**src/rtl/bp_me_cache_dma_to_mem.sv**
```systemverilog
// Bridges bsg_cache DMA block transfers onto a single-beat pipelined memory port; optional block counters under BP_ME_CACHE_DMA_PERF_EN.
// Latency: first memory request 1 cycle after packet yumi; read return visible to the cache 1 cycle after mem_data_v_i.
// Backpressure: reads are credit-limited to rd_fifo_els_p in flight so memory returns never stall; writes stall on mem_ready_and_i.
module bp_me_cache_dma_to_mem #(
   parameter int addr_width_p  = 28,
   parameter int fill_width_p  = 64,
   parameter int block_beats_p = 8,
   parameter int rd_fifo_els_p = 4
) (
   input  logic                    clk_i,
   input  logic                    reset_n_i,
   input  logic [addr_width_p:0]   dma_pkt_i,
   input  logic                    dma_pkt_v_i,
   output logic                    dma_pkt_yumi_o,
   input  logic [fill_width_p-1:0] dma_data_i,
   input  logic                    dma_data_v_i,
   output logic                    dma_data_yumi_o,
   output logic [fill_width_p-1:0] dma_data_o,
   output logic                    dma_data_v_o,
   input  logic                    dma_data_ready_and_i,
   output logic                    mem_v_o,
   output logic                    mem_w_o,
   output logic [addr_width_p-1:0] mem_addr_o,
   output logic [fill_width_p-1:0] mem_data_o,
   input  logic                    mem_ready_and_i,
   input  logic [fill_width_p-1:0] mem_data_i,
   input  logic                    mem_data_v_i,
   output logic [31:0]             perf_rd_blocks_o,
   output logic [31:0]             perf_wr_blocks_o
);

   localparam int stride_lg_lp = $clog2(fill_width_p/8);
   localparam int block_lg_lp  = stride_lg_lp + $clog2(block_beats_p);
   localparam int beat_w_lp    = $clog2(block_beats_p);
   localparam int ptr_w_lp     = $clog2(rd_fifo_els_p);
   localparam int cnt_w_lp     = $clog2(rd_fifo_els_p+1);

   localparam logic [cnt_w_lp-1:0]     els_lp       = cnt_w_lp'(rd_fifo_els_p);
   localparam logic [beat_w_lp-1:0]    last_beat_lp = beat_w_lp'(block_beats_p-1);
   localparam logic [ptr_w_lp-1:0]     last_ptr_lp  = ptr_w_lp'(rd_fifo_els_p-1);
   localparam logic [addr_width_p-1:0] blk_mask_lp  =
      ~((addr_width_p'(1) << block_lg_lp) - addr_width_p'(1));

   typedef enum logic [1:0] {IDLE_S, RD_REQ_S, RD_DRAIN_S, WR_REQ_S} state_e;

   state_e                  state_q,   state_d;
   logic [addr_width_p-1:0] base_q,    base_d;
   logic [beat_w_lp-1:0]    beat_q,    beat_d;
   logic [cnt_w_lp-1:0]     credits_q, credits_d;
   logic [cnt_w_lp-1:0]     count_q,   count_d;
   logic [ptr_w_lp-1:0]     rptr_q,    rptr_d;
   logic [ptr_w_lp-1:0]     wptr_q,    wptr_d;
   logic [fill_width_p-1:0] mem_q [rd_fifo_els_p];

   logic is_rd_req, is_wr_req, rd_active, is_last;
   logic mem_fire, rd_fire, fifo_full, fifo_empty, enq, deq;

   assign is_rd_req  = (state_q == RD_REQ_S);
   assign is_wr_req  = (state_q == WR_REQ_S);
   assign rd_active  = is_rd_req | (state_q == RD_DRAIN_S);
   assign is_last    = (beat_q == last_beat_lp);
   assign fifo_empty = (count_q == '0);
   assign fifo_full  = (count_q == els_lp);

   // Reads only issue with a free return slot; writes forward the cache beat straight through.
   assign mem_v_o    = (is_rd_req & (credits_q != '0)) | (is_wr_req & dma_data_v_i);
   assign mem_w_o    = is_wr_req;
   assign mem_addr_o = base_q + (addr_width_p'(beat_q) << stride_lg_lp);
   assign mem_data_o = dma_data_i;
   assign mem_fire   = mem_v_o & mem_ready_and_i;
   assign rd_fire    = mem_fire & is_rd_req;

   assign dma_pkt_yumi_o  = reset_n_i & (state_q == IDLE_S) & dma_pkt_v_i;
   assign dma_data_yumi_o = mem_fire & is_wr_req;

   // Returns are not bypassed: they land in storage and show up the following cycle.
   assign deq          = ~fifo_empty & dma_data_ready_and_i;
   assign enq          = mem_data_v_i & rd_active & (~fifo_full | deq);
   assign dma_data_v_o = ~fifo_empty;
   assign dma_data_o   = mem_q[rptr_q];

   // Next-state for the transfer FSM, beat counter, credits and return FIFO pointers.
   always_comb begin
      state_d   = state_q;
      base_d    = base_q;
      beat_d    = beat_q;
      credits_d = credits_q + cnt_w_lp'(deq) - cnt_w_lp'(rd_fire);
      count_d   = count_q + cnt_w_lp'(enq) - cnt_w_lp'(deq);
      wptr_d    = wptr_q;
      rptr_d    = rptr_q;
      if (enq) wptr_d = (wptr_q == last_ptr_lp) ? '0 : wptr_q + ptr_w_lp'(1);
      if (deq) rptr_d = (rptr_q == last_ptr_lp) ? '0 : rptr_q + ptr_w_lp'(1);
      case (state_q)
         IDLE_S: begin
            if (dma_pkt_yumi_o) begin
               base_d  = dma_pkt_i[addr_width_p-1:0] & blk_mask_lp;
               beat_d  = '0;
               state_d = dma_pkt_i[addr_width_p] ? WR_REQ_S : RD_REQ_S;
            end
         end
         RD_REQ_S: begin
            if (rd_fire) begin
               beat_d = beat_q + beat_w_lp'(1);
               if (is_last) state_d = RD_DRAIN_S;
            end
         end
         // All credits home means nothing in flight and nothing left in the FIFO.
         RD_DRAIN_S: begin
            if (credits_q == els_lp) state_d = IDLE_S;
         end
         WR_REQ_S: begin
            if (mem_fire) begin
               beat_d = beat_q + beat_w_lp'(1);
               if (is_last) state_d = IDLE_S;
            end
         end
         default: state_d = IDLE_S;
      endcase
   end

   // State registers; reset clears everything at once, including any burst in flight.
   always_ff @(posedge clk_i or negedge reset_n_i) begin
      if (!reset_n_i) begin
         state_q   <= IDLE_S;
         base_q    <= '0;
         beat_q    <= '0;
         credits_q <= els_lp;
         count_q   <= '0;
         wptr_q    <= '0;
         rptr_q    <= '0;
         for (int i = 0; i < rd_fifo_els_p; i++) mem_q[i] <= '0;
      end else begin
         state_q   <= state_d;
         base_q    <= base_d;
         beat_q    <= beat_d;
         credits_q <= credits_d;
         count_q   <= count_d;
         wptr_q    <= wptr_d;
         rptr_q    <= rptr_d;
         if (enq) mem_q[wptr_q] <= mem_data_i;
      end
   end

   a_credit_underflow: assert property (@(posedge clk_i) disable iff (!reset_n_i)
      !(rd_fire && !deq && credits_q == '0));
   a_credit_overflow: assert property (@(posedge clk_i) disable iff (!reset_n_i)
      !(deq && !rd_fire && credits_q == els_lp));
   a_fifo_overflow: assert property (@(posedge clk_i) disable iff (!reset_n_i)
      !(mem_data_v_i && fifo_full && !deq));
   a_stray_return: assert property (@(posedge clk_i) disable iff (!reset_n_i)
      !(mem_data_v_i && !rd_active));

`ifdef BP_ME_CACHE_DMA_PERF_EN
   logic [31:0] perf_rd_q, perf_wr_q;
   logic        rd_done, wr_done;

   assign rd_done = (state_q == RD_DRAIN_S) & (credits_q == els_lp);
   assign wr_done = dma_data_yumi_o & is_last;

   // Saturating block counters.
   always_ff @(posedge clk_i or negedge reset_n_i) begin
      if (!reset_n_i) begin
         perf_rd_q <= '0;
         perf_wr_q <= '0;
      end else begin
         if (rd_done && perf_rd_q != 32'hFFFF_FFFF) perf_rd_q <= perf_rd_q + 32'd1;
         if (wr_done && perf_wr_q != 32'hFFFF_FFFF) perf_wr_q <= perf_wr_q + 32'd1;
      end
   end

   assign perf_rd_blocks_o = perf_rd_q;
   assign perf_wr_blocks_o = perf_wr_q;
`else
   assign perf_rd_blocks_o = '0;
   assign perf_wr_blocks_o = '0;
`endif

endmodule
```
**config.mk**
```make
export PLATFORM = sky130hd
export DESIGN_NAME = bp_me_cache_dma_to_mem
export DESIGN_NICKNAME = d
export VERILOG_FILES = /design/src/rtl/bp_me_cache_dma_to_mem.sv
export SDC_FILE = /design/constraint.sdc
export NUM_CORES = 1
export LEC_CHECK = 0
export ABC_AREA = 1
export BUFFER_PORTS_ARGS = -buffer_cell sky130_fd_sc_hd__buf_2
export CORE_UTILIZATION = 24
export CTS_CLUSTER_SIZE = 16
export DETAILED_ROUTE_END_ITERATION = 12
export PLACE_DENSITY = 0.51
export SYNTH_ARGS = -nofsm -noshare
export SYNTH_HDL_FRONTEND = slang
export SYNTH_SLANG_ARGS = --single-unit
export TNS_END_PERCENT = 10
```
**constraint.sdc**
```tcl
create_clock -name clk_i -period 6.4 [get_ports clk_i]
set_input_delay 1.28 -clock clk_i [delete_from_list [all_inputs] [get_ports clk_i]]
set_output_delay 1.28 -clock clk_i [all_outputs]
set_load 0.03 [all_outputs]
```
==> results.json <==
{
  "globalRouteOverflowTotal": 0,
  "vias": 12100,
  "post-place-cells": 2599,
  "synth.avg_cell_area_um2": 8.03,
  "finalHoldViolCount": 0,
  "most-common-layout-cells": "603 x nand2_1, 361 x o21ai_0, 290 x dfrtp_1, 186 x buf_2, 139 x nor2_1",
  "die_w_um": 248,
  "synth-seq-cells": 293,
  "fp.dieArea_mm2": 0.0615,
  "io_pins": 389,
  "dp_worst_setup_slack_ps": 2150,
  "stdcell_count": 2667,
  "port_buffers": 187,
  "clk_latency_ps": 550,
  "grt_util_met2": 0.249,
  "drc": 0,
  "ff2ff_path_depth": 7,
  "yosysTopAreaCellShare": 0.503,
  "end_kind": "output pin",
  "die_h_um": 248,
  "std_cell_rows": 89,
  "worst_pin_slew_ps": 1120,
  "via_per_inst": 4.54,
  "outcome": "finished clean",
  "setup-violations-final": 0,
  "max-clock-path-buffers": 3,
  "layout_commonest_cell": "nand2_1",
  "routed_wl_mm": 45.9,
  "worstHoldStart": "base_q[9]",
  "grt_setup_unrepaired": "no",
  "cts_resized": 0,
  "drv_slew": 0,
  "r2r_start": "state_q[1]",
  "nets": 2049,
  "worstSetupPathType": "reg2out",
  "netlist_instances": 1810,
  "cp-start-kind": "register",
  "synth_area_mm2": 0.0145,
  "grt_pass1_vias": 12000,
  "drv_cap": 0,
  "arrival_ps": 3200,
  "htree_levels": 2,
  "final_util": 0.279,
  "holdPathStages": 2,
  "crit_slowest_cell": "inv_4",
  "drive_above_1_share": 0.150,
  "maxSlewHeadroom": 0.253,
  "antenna_found_initial": 7,
  "avgRoutedWirePerCell_um": 17.2,
  "grt_pass1_wl_mm": 70.4,
  "finalCritPeriodShare": 0.700,
  "cts.sinks": 293,
  "power.density_mw_per_mm2": 598,
  "clk_pin_slew_worst_paths_ps": 60,
  "setup-tns-final_ps": 0,
  "cts_buffers": 39,
  "critPathMaxStageDelay_ps": 830,
  "worstPathMaxFanout": 84,
  "hold_end": "base_q[9]",
  "vdd_drop_max_mv": 0.250,
  "yosysWarnings": 0,
  "ys_seq_area_frac": 0.505,
  "path_cells": "inv_4 > buf_4 > o21ai_0 > o22ai_1 > buf_2",
  "cp.required_ps": 5120,
  "ant_nets": 0,
  "post-synth-top-area-cell": "dfrtp_1",
  "use_met3": 0.0364,
  "grt_max_degree": 85,
  "area_delta_synth_final_pct": 14.1,
  "leakagePower_nw": 8.25,
  "drt_iter0_markers": 586,
  "hold_ws_ps": 472,
  "synthDistinctLibCells": 27,
  "rrSetupSlack_ps": 3130,
  "cts_setup_buffers": 0,
  "clockRootBuffer": "clkbuf_16",
  "finalCriticalPeriod_ps": 4480,
  "grt-busiest-layer": "met2",
  "core_mm2": 0.0595,
  "gr-usage-met1": 0.185,
  "hold_buffers": 0,
  "r2r-end": "mem_q[31]",
  "hold_class": "reg2reg",
  "fmax_ghz": 0.223,
  "finalClockSkew_ps": 26.0,
  "setup_ws_ps": 1920,
  "grt_util_all_layers": 0.149,
  "cts_tree": "done",
  "gp_congestion": 0.786,
  "hpwl_mm": 24.9,
  "first_pass_iters": 5,
  "start_util": 0.244,
  "synth_area_leaders": "dfrtp_1 50%, nand2_1 16%, o21ai_0 12%"
}
flip-flops by register name (all words and copies together), names as in the netlist:
signal,count
base_q,22
beat_q,3
count_q,3
credits_q,3
mem_q,256
rptr_q,2
state_q,2
wptr_q,2
where the power goes:
part	switching (mW)	total (mW)	internal [mW]
Combinational	3.39	4.60	1.21
Sequential	0.456	3.17	2.71
Clock	0.852	2.14	1.29
Total	4.70	9.91	5.21
final cells by class:
class,count,area [µm²]
sequential,293,7340
antenna,2,5.00
inverter,25,97.6
tap,773,967
clock inverter,14,144
multi-input combinational,1300,5810
timing repair buffer,208,1120
fill,6473,42900
clock buffer,52,1110
worst max-delay path by stage:
stage | startpoint | end | slack, ps
CTS | rptr_q[0] | dma_data_o[32] | 1800
global placement | reset_n_i | dma_pkt_yumi_o | 2140
global route | rptr_q[0] | dma_data_o[32] | 1690
detailed placement | reset_n_i | dma_pkt_yumi_o | 2150
finish | rptr_q[0] | dma_data_o[32] | 1920
floorplan | dma_data_v_i | dma_data_yumi_o | 3000
metrics by stage:
step | cell area (µm²) | power [mW]
2_1_floorplan | 14800 | 6.42
3_3_place_gp | 15300 | 7.77
3_5_place_dp | 15300 | 7.85
4_1_cts | 16600 | 10.1
5_1_grt | 16600 | 10.7
6_report | 16600 | 9.91
synthesized netlist by cell type:
library cell    n
a21boi_0        1
a21oi_1         4
buf_1           4
buf_2          40
buf_4         133
buf_6           2
buf_8           1
clkbuf_1       77
clkbuf_2        1
conb_1          1
dfrtp_1       292
dfstp_2         1
fa_1            2
ha_1           16
inv_1          23
inv_2           2
nand2_1       603
nand2_2         1
nand3_1         6
nand3_4         1
nor2_1        139
nor2_4          1
nor2_8          3
o21ai_0       361
o21ai_1        27
o22ai_1        64
xnor2_1         4
kinds of logic (layout without fill, tap and decap cells):
logic type | count (synthesis) | count (layout) | synth area share
and+or+nand+nor | 754 | 754 | 0.200
AOI/OAI and AO/OA | 457 | 457 | 0.163
DFF | 293 | 293 | 0.505
buffers and inverters | 283 | 299 | 0.113
adders and majority gates | 18 | 18 | 0.0165
xor gates and xnor gates | 4 | 4 | 0.00241
other | 1 | 69 | 0.000258
metal layers:
metal | share of wire | vias to the layer above | wire (µm)
met3 | 0.062 | 93 | 2850
met4 | 0.025 | 10 | 1170
met2 | 0.48 | 347 | 21900
met1 | 0.43 | 5868 | 19900
li1 | - | 5797 | -
met5 | 0.0011 | - | 52
critical path, delay by kind of cell (launching register included):
kind,cells,cell delay (ps)
flops,1,730
buf+inv,3,1520
compound gates,2,360
(Power assumes the default switching activity.)
